**config.mk**
```make
export PLATFORM = sky130hd
export DESIGN_NAME = serial_sub_ctrl
export DESIGN_NICKNAME = d
export VERILOG_FILES = /design/src/rtl/sub_pkg.sv /design/src/rtl/full_sub_bit.sv /design/src/rtl/half_subtractor.sv /design/src/rtl/serial_sub_ctrl.sv
export SDC_FILE = /design/constraint.sdc
export NUM_CORES = 1
export LEC_CHECK = 0
export CAP_MARGIN = 20
export CELL_PAD_IN_SITES_DETAIL_PLACEMENT = 0
export CELL_PAD_IN_SITES_GLOBAL_PLACEMENT = 1
export CORE_AREA = 2 2 76 71
export DETAILED_ROUTE_END_ITERATION = 8
export DIE_AREA = 0 0 78 73
export PLACE_DENSITY_LB_ADDON = 0.1
export SYNTH_ARGS = -nofsm -noshare
export SYNTH_HDL_FRONTEND = slang
export SYNTH_SLANG_ARGS = --single-unit
```
**constraint.sdc**
```tcl
create_clock -name clk -period 1.95 [get_ports clk]
set_input_delay 0.585 -clock clk [delete_from_list [all_inputs] [get_ports clk]]
set_output_delay 0.585 -clock clk [all_outputs]
set_load 0.02 [all_outputs]
```
**src/rtl/sub_pkg.sv**
```systemverilog
// rtl/sub_pkg.sv - shared state encoding and sizing helper for the serial subtractor
package sub_pkg;

    typedef enum logic [1:0] {
        IDLE = 2'd0,
        RUN  = 2'd1,
        DONE = 2'd2
    } state_t;

    // Counter width that can hold 0..width-1, never narrower than one bit.
    function automatic int cnt_w(input int width);
        return (width < 2) ? 1 : $clog2(width);
    endfunction

endpackage

```
**src/rtl/full_sub_bit.sv**
```systemverilog
// rtl/full_sub_bit.sv - combinational full subtractor cell built from two half subtractors
module full_sub_bit (
    input  logic x,
    input  logic y,
    input  logic bi,
    output logic d,
    output logic bo
);

    logic d1;
    logic b1;
    logic b2;

    half_subtractor u_hs0 (.x(x),  .y(y),  .d(d1), .b(b1));
    half_subtractor u_hs1 (.x(d1), .y(bi), .d(d),  .b(b2));

    assign bo = b1 | b2;

endmodule

```
**src/rtl/half_subtractor.sv**
```systemverilog
// rtl/half_subtractor.sv - one-bit half subtractor, d = x - y
module half_subtractor (
    input  logic x,
    input  logic y,
    output logic d,
    output logic b
);

    assign d = x ^ y;
    assign b = ~x & y;

endmodule

```
**src/rtl/serial_sub_ctrl.sv**
```systemverilog
// rtl/serial_sub_ctrl.sv - bit-serial a - b - bin controller, LSB first, one bit per clock
module serial_sub_ctrl
    import sub_pkg::*;
#(
    parameter int WIDTH = 8
) (
    input  logic             clk,
    input  logic             rst,
    input  logic             start,
    input  logic [WIDTH-1:0] a,
    input  logic [WIDTH-1:0] b,
    input  logic             bin,
    output logic             ready,
    output logic             busy,
    output logic             done,
    output logic [WIDTH-1:0] diff,
    output logic             bout
);

    localparam int CNT_W = cnt_w(WIDTH);

    state_t             state;
    state_t             state_nxt;
    logic [WIDTH-1:0]   a_sh;
    logic [WIDTH-1:0]   b_sh;
    logic [WIDTH-1:0]   res_sh;
    logic [WIDTH-1:0]   res_nxt;
    logic [CNT_W-1:0]   cnt;
    logic               borrow;
    logic               d_bit;
    logic               b_bit;
    logic               last;

    full_sub_bit u_cell (
        .x  (a_sh[0]),
        .y  (b_sh[0]),
        .bi (borrow),
        .d  (d_bit),
        .bo (b_bit)
    );

    // New bit enters at the MSB so after WIDTH shifts the LSB sits at bit 0.
    assign res_nxt = (res_sh >> 1) | (WIDTH'(d_bit) << (WIDTH - 1));
    assign last    = (cnt == CNT_W'(WIDTH - 1));

    always_ff @(posedge clk) begin
        if (rst) begin
            state <= IDLE;
        end else begin
            state <= state_nxt;
        end
    end

    always_comb begin
        state_nxt = state;
        case (state)
            IDLE:    if (start) state_nxt = RUN;
            RUN:     if (last)  state_nxt = DONE;
            DONE:    state_nxt = IDLE;
            default: state_nxt = IDLE;
        endcase
    end

    always_comb begin
        ready = (state == IDLE);
        busy  = (state == RUN) || (state == DONE);
        done  = (state == DONE);
    end

    always_ff @(posedge clk) begin
        if (rst) begin
            a_sh   <= '0;
            b_sh   <= '0;
            res_sh <= '0;
            cnt    <= '0;
            borrow <= 1'b0;
            diff   <= '0;
            bout   <= 1'b0;
        end else if (state == IDLE) begin
            if (start) begin
                a_sh   <= a;
                b_sh   <= b;
                borrow <= bin;
                res_sh <= '0;
                cnt    <= '0;
            end
        end else if (state == RUN) begin
            a_sh   <= a_sh >> 1;
            b_sh   <= b_sh >> 1;
            res_sh <= res_nxt;
            borrow <= b_bit;
            cnt    <= cnt + CNT_W'(1);
            if (last) begin
                diff <= res_nxt;
                bout <= b_bit;
            end
        end
    end

endmodule

```
Word-level counts from Yosys, hierarchy flattened
Index checks and enable logic that the tools add are counted. Widths: inputs -> output; s select.

Output and inout bits: 12. Flip-flop bits (word level): 39. Bits of input ports: 20.

Multiplexer cells: 18. Equality and inequality tests: 5. Reductions and logical operators: 6. Bitwise operators: 9. Add/sub/neg operators: 1.

Operator list (count): $mux 8 (9); $mux 3 (3); $or 7x8->8 (1); $mux 2 (2); $ne 2x2->1 const B (2); $pmux 2 s2 (1); $reduce_and 2->1 (2); $add 3x1->3 const B (1); $eq 3x3->1 const B (1); $mux 1 (3); $not 1->1 (3); $reduce_and 3->1 (1); $and 1x1->1 (2); $eq 2x1->1 const B (1); $eq 2x2->1 const B (1); $logic_not 2->1 (1); $reduce_bool 2->1 (1); $xor 1x1->1 (2); $logic_or 1x1->1 (1); $or 1x1->1 (1).

Logic depth before layout (Yosys ltp)
Depth after elaboration: 6. Depth in mapped cells: 7. Gate-level depth less buffers: 5.

Modules after synthesis
Synthesis repeated with hierarchy kept, for this count alone.

Cells, all modules: 178. Area total of the unflattened synthesis: 1773.0 um^2.

By module, submodules not included: serial_sub_ctrl (instances 1, seq. area each 760.7 um^2, area an instance 1726.7 um^2, cells each 171); half_subtractor (instances 2, seq. area each 0.0 um^2, area an instance 20.0 um^2, cells each 3); full_sub_bit (instances 1, seq. area each 0.0 um^2, area an instance 6.3 um^2, cells each 1).

Worst setup path after synthesis
No wires, ideal clock.

Path type: register -> register. Start point: register state[0]. End point: register a_sh[0]. Setup slack: 321 ps. Required time: 1869 ps. Cell stages (with the launch flop): 8. Clock period less this slack: 1629 ps. Path buffers: 3. Arrival time: 1548 ps. Cells stage by stage: dfxtp_1 -> inv_1 -> ha_1 -> buf_6 -> mux2_4 -> buf_6 -> buf_6 -> a211oi_2.

Longest elaborated chain between the ends: 3.

RTL lines: start, declared (line serial_sub_ctrl.sv:22) `state_t state;`; start signal, assigned (line serial_sub_ctrl.sv:50) `state <= state_nxt;`; $logic_not 2->1 (*); via ready (line serial_sub_ctrl.sv:13) `output logic ready,`; $ne 2x2->1 (no line) / $reduce_bool 2->1 (equally long branches); $reduce_and 2->1 (no line); end signal, assigned (line serial_sub_ctrl.sv:88) `a_sh <= a_sh >> 1;`; end, declared (line serial_sub_ctrl.sv:24) `logic [WIDTH-1:0] a_sh;`.

Mark *: on every way through the listed nets, which the timed path passes. The rest lies on a longest branch. A chain may end at the register's enable or synchronous reset.

Worst setup path after layout
Start point: register state[0]. End point: output port busy.

Longest elaborated chain between the ends: 2.

RTL lines: $eq 2x1->1 / $eq 2x2->1 (equally long branches) (line serial_sub_ctrl.sv:66) `busy = (state == RUN) || (state == DONE);`; $logic_or 1x1->1 (*) (line serial_sub_ctrl.sv:66); end, declared (line serial_sub_ctrl.sv:14) `output logic busy,`.

Mark *: on every way between the ends. The rest lies on a longest branch, timed or not.

==> reports/results.txt <==
area of the mapped netlist: 0.001654 mm2
H-tree depth: 2
power share of the sequential group: 0.506
pwr/cell area: 779.8 mW/mm2
Slew Limit Headroom: 0.7694
Multi-input gate area: 787.0 um2
Inserted Clock Buffers: 5
IO Count: 32
cell chosen for the clock root: clkbuf_8
final hold vios: 0
final antenna-violating net count: 0
largest net degree at the start of global routing: 39
area grow syn2layout: 29.05%
Post-Route Setup TNS: 0 ps
latest clock arrival within the worst-skew pair: 280 ps
Site Rows: 25
synth unique cells: 22
syn_nets: 195
layout cells sized above 1: 0.1206
post-route clock period utilization: 0.9594
crit path launch: state[0]$_SDFFE_PP0P_
Final setup violation count: 0
Fmax achieved: 534.5 MHz
setup bufs post-CTS: 0
first-pass GRT wire length: 5678 um
NetSw: 0.0004276 W
area of the die: 0.005694 mm2
Initial Util: 0.3305
Worst Hold Slack: 454.5 ps
GRT Resource Usage Total: 0.1272
Final Routed Wirelength: 3207 um
Clock Sinks: 38
setup ws final: 79.08 ps
vias per cell: 4.684
GRT overflow: 0
Core Util, Final: 0.4265
vias post-DR: 1246
syn avg cell area: 9.787 um2
post-route cell area: 0.002135 mm2
fill cell count: 523
Setup WS pre-CTS: 79.73 ps
hold path start: diff[2]$_SDFFE_PP0P_
Slowest-stage cell, CP: dfxtp_1
Critical Path Max Stage Delay: 360 ps
1st-iter DRT viols: 62
Final min period: 1871 ps
internal cell power: 0.001237 W
leakage power: 0.8353 nW
HP Class: reg -> reg
gpl congestion: 0.6864
crit end category: output pin
commonest non-fill, non-tap cells in the layout: dfxtp_1, clkdlybuf4s50_1, nor2_1
RSZ-0062 raised after global routing: no
Post-DP Area: 0.002054 mm2
post-cts hold buffer count: 0
Core Area: 0.005005 mm2
fin. max-slew vios: 0
register cell area after layout: 760.7 um2
Arr. time, crit path: 1290 ps
flops & latches, synth: 38
register area share after synthesis: 0.4599
CP Max Fanout: 3
Synth warnings: 0
Port Buffers: 31
part of the power in the clock network: 0.316
# DRC: 0
Least-Margin Pin Slew: 344.9 ps
nets: 226
logic gate share of total power: 0.179
clock transition at the registers of the reported paths: 70 ps
diodes inserted: 0
chip width: 78 um
vias in the first global route: 1228
Layout Skew: 5.753 ps
dpl hpwl: 2167 um
initial antenna violation count: 0
Sw Share: 0.2569
WL per Instance: 12.06 um
R2R Path Start: state[0]$_SDFFE_PP0P_
Required @ worst endpoint: 1360 ps
CTS tree: done
drt pass-1 iters: 4
die height: 73 um
Longest Clk Path Bufs: 2
Max Cap Viol: 0
most common cell after layout, fill and taps aside: dfxtp_1
CP Launch Type: flip-flop
crit path kind: reg -> out
outcome: completed
crit-path cells: inv_1 > ha_1 > clkdlybuf4s15_1
Worst VDD drop: 0.3389 mV
post-synthesis cell count: 169
## Yosys cell counts
library cell | count | area (um2)
a211oi_2 | 10 | 125.1
mux2_4 | 1 | 15.01
nor2_1 | 27 | 101.4
nand2b_1 | 2 | 12.51
buf_6 | 3 | 33.78
a22oi_1 | 9 | 67.56
nand3b_1 | 1 | 7.510
nand3_1 | 8 | 40.04
nand2_1 | 8 | 30.03
a311oi_1 | 1 | 8.760
nor2b_1 | 1 | 6.260
ha_1 | 5 | 62.56
a21oi_1 | 11 | 55.05
buf_4 | 1 | 7.510
fa_1 | 1 | 20.02
buf_2 | 4 | 20.02
inv_1 | 6 | 22.52
mux2i_1 | 15 | 150.1
a211oi_1 | 9 | 67.56
dfxtp_1 | 38 | 760.7
clkbuf_1 | 6 | 22.52
a32oi_1 | 2 | 17.52
## power groups by stage
stage	logic [W]	registers (W)	clock network, W
floorplan	0.000217	0.000854	0
global placement	0.000301	0.000858	0
detailed placement	0.000304	0.000859	0
CTS	0.000301	0.000842	0.000548
global route	0.000333	0.000847	0.000571
finish	0.000297	0.000841	0.000526
## cell type report
| cell class | count | area share |
|---|---|---|
| timing repair buffer | 38 | 0.1864 |
| multi-input combinational | 111 | 0.3687 |
| clock buffer | 6 | 0.03869 |
| inverter | 6 | 0.01055 |
| tap | 67 | 0.03927 |
| sequential | 38 | 0.3564 |
## worst paths after layout
| kind | slack [ps] | cells after the start | end |
|---|---|---|---|
| worst max-delay path | 80 | 3 | busy |
| worst min-delay path | 450 | 2 | diff[2]$_SDFFE_PP0P_ |
| worst max register to register | 330 | 6 | b_sh[4]$_SDFFE_PP0P_ |
| worst min register to register | 450 | 2 | diff[2]$_SDFFE_PP0P_ |
## cell families after synthesis
family,synth area share
flops,0.4599
fa+ha+maj,0.04992
simple gates,0.1195
buf+inv,0.06430
mux,0.09984
compound gates,0.2065
## state kept, by name (all words and copies together) (netlist names)
register and flops:
borrow 1, state 2, cnt 3, bout 1, a_sh 8, res_sh 7
diff 8, b_sh 8
## worst max-delay path, delay by kind of cell, from the launching register on
| family | cells | cell delay, ps |
|---|---|---|
| adder cells (fa/ha/maj) | 1 | 280 |
| buffers and inverters | 2 | 360 |
| flip-flops | 1 | 360 |
## metal layers
metal / track usage / vias to the layer above / routed length (um)
met5: 0 / - / 0
met4: 0.04678 / 0 / 40
met3: 0.04332 / 4 / 166
met2: 0.1944 / 22 / 1363
met1: 0.1678 / 566 / 1637
li1: - / 654 / -
## per-stage QoR
stage,power [W],instances
floorplan,0.001071,169
global placement,0.001158,260
detailed placement,0.001163,260
CTS,0.001691,266
global route,0.001750,266
finish,0.001664,266
## repair_timing
item,4_1_cts,5_1_grt
resized for setup,3,1
setup endpoints to repair,3,1
pin swaps,0,0
(Power assumes the default switching activity.)
==> RTL change, RTL diff (config.mk and constraints unchanged) <==
Set the parameter `WIDTH` to 12 (it was 8).
--- a/src/rtl/serial_sub_ctrl.sv
+++ b/src/rtl/serial_sub_ctrl.sv
@@ -2,7 +2,7 @@
 module serial_sub_ctrl
     import sub_pkg::*;
 #(
-    parameter int WIDTH = 8
+    parameter int WIDTH = 12
 ) (
     input  logic             clk,
     input  logic             rst,
Ports: changed (resized a, b and diff); port bits go from 32 to 44. The function was not compared with the original's and may differ.
==> RTL change against the unedited design <==
Power increased by 60%; wire length increased by 43%; synthesized cell count increased by 45%; worst setup slack improved by 0.00085 ns; register-to-register slack got worse by 0.15 ns; area after synthesis increased by 40%; global-route usage increased by 4.6 points; die area unchanged; final area increased by 37%; sequential cell count increased by 17.
==> RTL change: results (changes against the unedited design) <==
----------------------------------------------------
[Placed design]
  Detail Placement HPWL ... 2.93 mm (+35%)
  Number of buffer cells added on primary ports ... 43 (+39%)
  GP Congestion ... 0.694 (+1.1%)

[Clock network]
  Later-pin clock latency in the skew report ... 0.30 ns (+0.02 ns)
  H-tree depth reported by CTS ... 2 (unchanged)
  Clock slew at reported path FFs ... 0.09 ns (+0.02 ns)

[Min path]
  Hold endpoint ... diff[0]
  Hold Crit Depth ... 2 (unchanged)
  Min-delay src ... diff[0]

[Layout]
  Biggest regs ... a_sh x12, b_sh x12, diff x12
  Final #Nets ... 318 (+41%)
  Layout cells sized above 1 ... 8.74% (-3.3 points)

[Critical path]
  Slack of the worst reg-to-reg path ... 0.18 ns (-0.15 ns)
  Depth of the most critical reg-to-reg path ... 7 (+1)
  Highest cell delay on the worst timing path ... 0.33 ns (-0.03 ns)
  Cell with the largest stage delay on the worst path ... sky130_fd_sc_hd__dlygate4sd2_1
  Critical register-to-register path endpoint ... cnt[3]
  Crit path max-delay family ... buffers and inverters
  Arr. time, crit path ... 1.29 ns (about the same)

[Synthesis]
  Async set or reset register ratio after synthesis ... 0% (unchanged)
  Flip-flop cell with the highest count after synthesis ... sky130_fd_sc_hd__dfxtp_1
  Post-synthesis cell type count ... 26 (+18%)
  Biggest area contributors in the synthesized netlist ... sky130_fd_sc_hd__dfxtp_1 47%, sky130_fd_sc_hd__mux2i_1 10%, sky130_fd_sc_hd__a211oi_1 8.1%
  Synthesized net count ... 278 (+43%)
  Part of the Yosys area used for sequential elements ... 47.4% (+1.4 points)
  Total of warnings raised by yosys ... 0 (unchanged)
  Portion of netlist area occupied by mux cells ... 11.0% (+1.0 points)
  Share of the synthesized area in compound gates (AO/OA/AOI/OAI) ... 22.0% (+1.3 points)
  Leading post-synthesis cells by instance count ... 55 x sky130_fd_sc_hd__dfxtp_1, 38 x sky130_fd_sc_hd__nor2_1, 25 x sky130_fd_sc_hd__a211oi_1
  Adder-cell area share of the yosys netlist ... 3.02% (-2.0 points)

[Pwr]
  Power dissipated in sequential cells ... 1.28 mW (+52%)
  Internal Dissipation ... 1.87 mW (+51%)
  IR drop worst, VDD ... 420 uV (+24%)
  Leakage power ... 1.12 nW (+34%)
  Proportion of total power due to net switching ... 29.8% (+4.1 points)
  Clock share of power ... 25.1% (-6.5 points)

[Detailed routing]
  Number of design-rule violations left by the first detailed-router iteration ... 127 (+100%)
  Total vias in the final route ... 1,869 (+50%)
  Average wire per cell in the routed design ... 13.0 um (+7.5%)

[STA]
  Final Skew ... 0.00740 ns (+0.00165 ns)
  Final hold slack ... 0.475 ns (+0.0205 ns)
  Transition time at the pin with the least slew margin ... 0.508 ns (+0.164 ns)

[Global route]
  Total global routing track utilization ... 17.3% (+4.6 points)
  Maximum number of pins on one net before global-route repair ... 56 (+44%)
  First-pass GRT wire length ... 7.85 mm (+38%)
  Number of global-route vias before repair ... 1,675 (+36%)

[Outcome]
  Result of the run ... complete, no violations

----------------------------------------------------
-- RTL change: cell types whose count changed in the layout (fill, tap and decap cells not counted), moves of 9 or more --
cell                              unedited run  this run
sky130_fd_sc_hd__a211oi_2                   10         0
sky130_fd_sc_hd__dfxtp_1                    38        55
sky130_fd_sc_hd__clkdlybuf4s50_1            28        39
sky130_fd_sc_hd__a211oi_1                    9        25
sky130_fd_sc_hd__nor2_1                     27        38
sky130_fd_sc_hd__mux2i_1                    15        24
sky130_fd_sc_hd__o31ai_1                     0        12
-- RTL change: layer usage --
layer  GRT usage [%]  wire length [um]
met5               0                 0
met4            7.60                68
met3            2.97               165
met2            25.4              1870
met1            25.1              2470
-- RTL change: what timing repair did --
action,4_1_cts,5_1_grt
endpoints found under the hold margin,0,0
buffers inserted,0,0
pin swaps,0,0
setup endpoints to repair,3,4
resized for setup,4,2
-- RTL change: stage by stage --
| stage | std cells | cell area (um^2) | worst slack, ns |
|---|---|---|---|
| after floorplan | 245 | 2320 | 0.305 |
| after global placement | 345 | 2840 | -0.0852 |
| after detailed placement | 345 | 2840 | -0.0921 |
| after CTS | 353 | 2940 | 0.0159 |
| after global routing | 353 | 2930 | 0.0106 |
| final | 353 | 2930 | 0.0799 |
-- RTL change: how the worst max path moves through the flow --
stage / from / to / slack, ns / depth (start not counted)
finish: state[0] / ready / 0.08 / 3
global route: state[0] / ready / 0.01 / 3
CTS: state[0] / busy / 0.02 / 3
detailed placement: start / cnt[3] / -0.09 / 5
global placement: start / a_sh[6] / -0.09 / 5
floorplan: state[0] / cnt[3] / 0.31 / 7
-- RTL change: final cells by class --
type,count,area [um^2]
clock buffers,8,100
multi-input cells,160,1090
fillers,466,2070
flip-flops and latches,55,1100
inverters,6,22.5
repair buffers,57,539
well taps,67,83.8
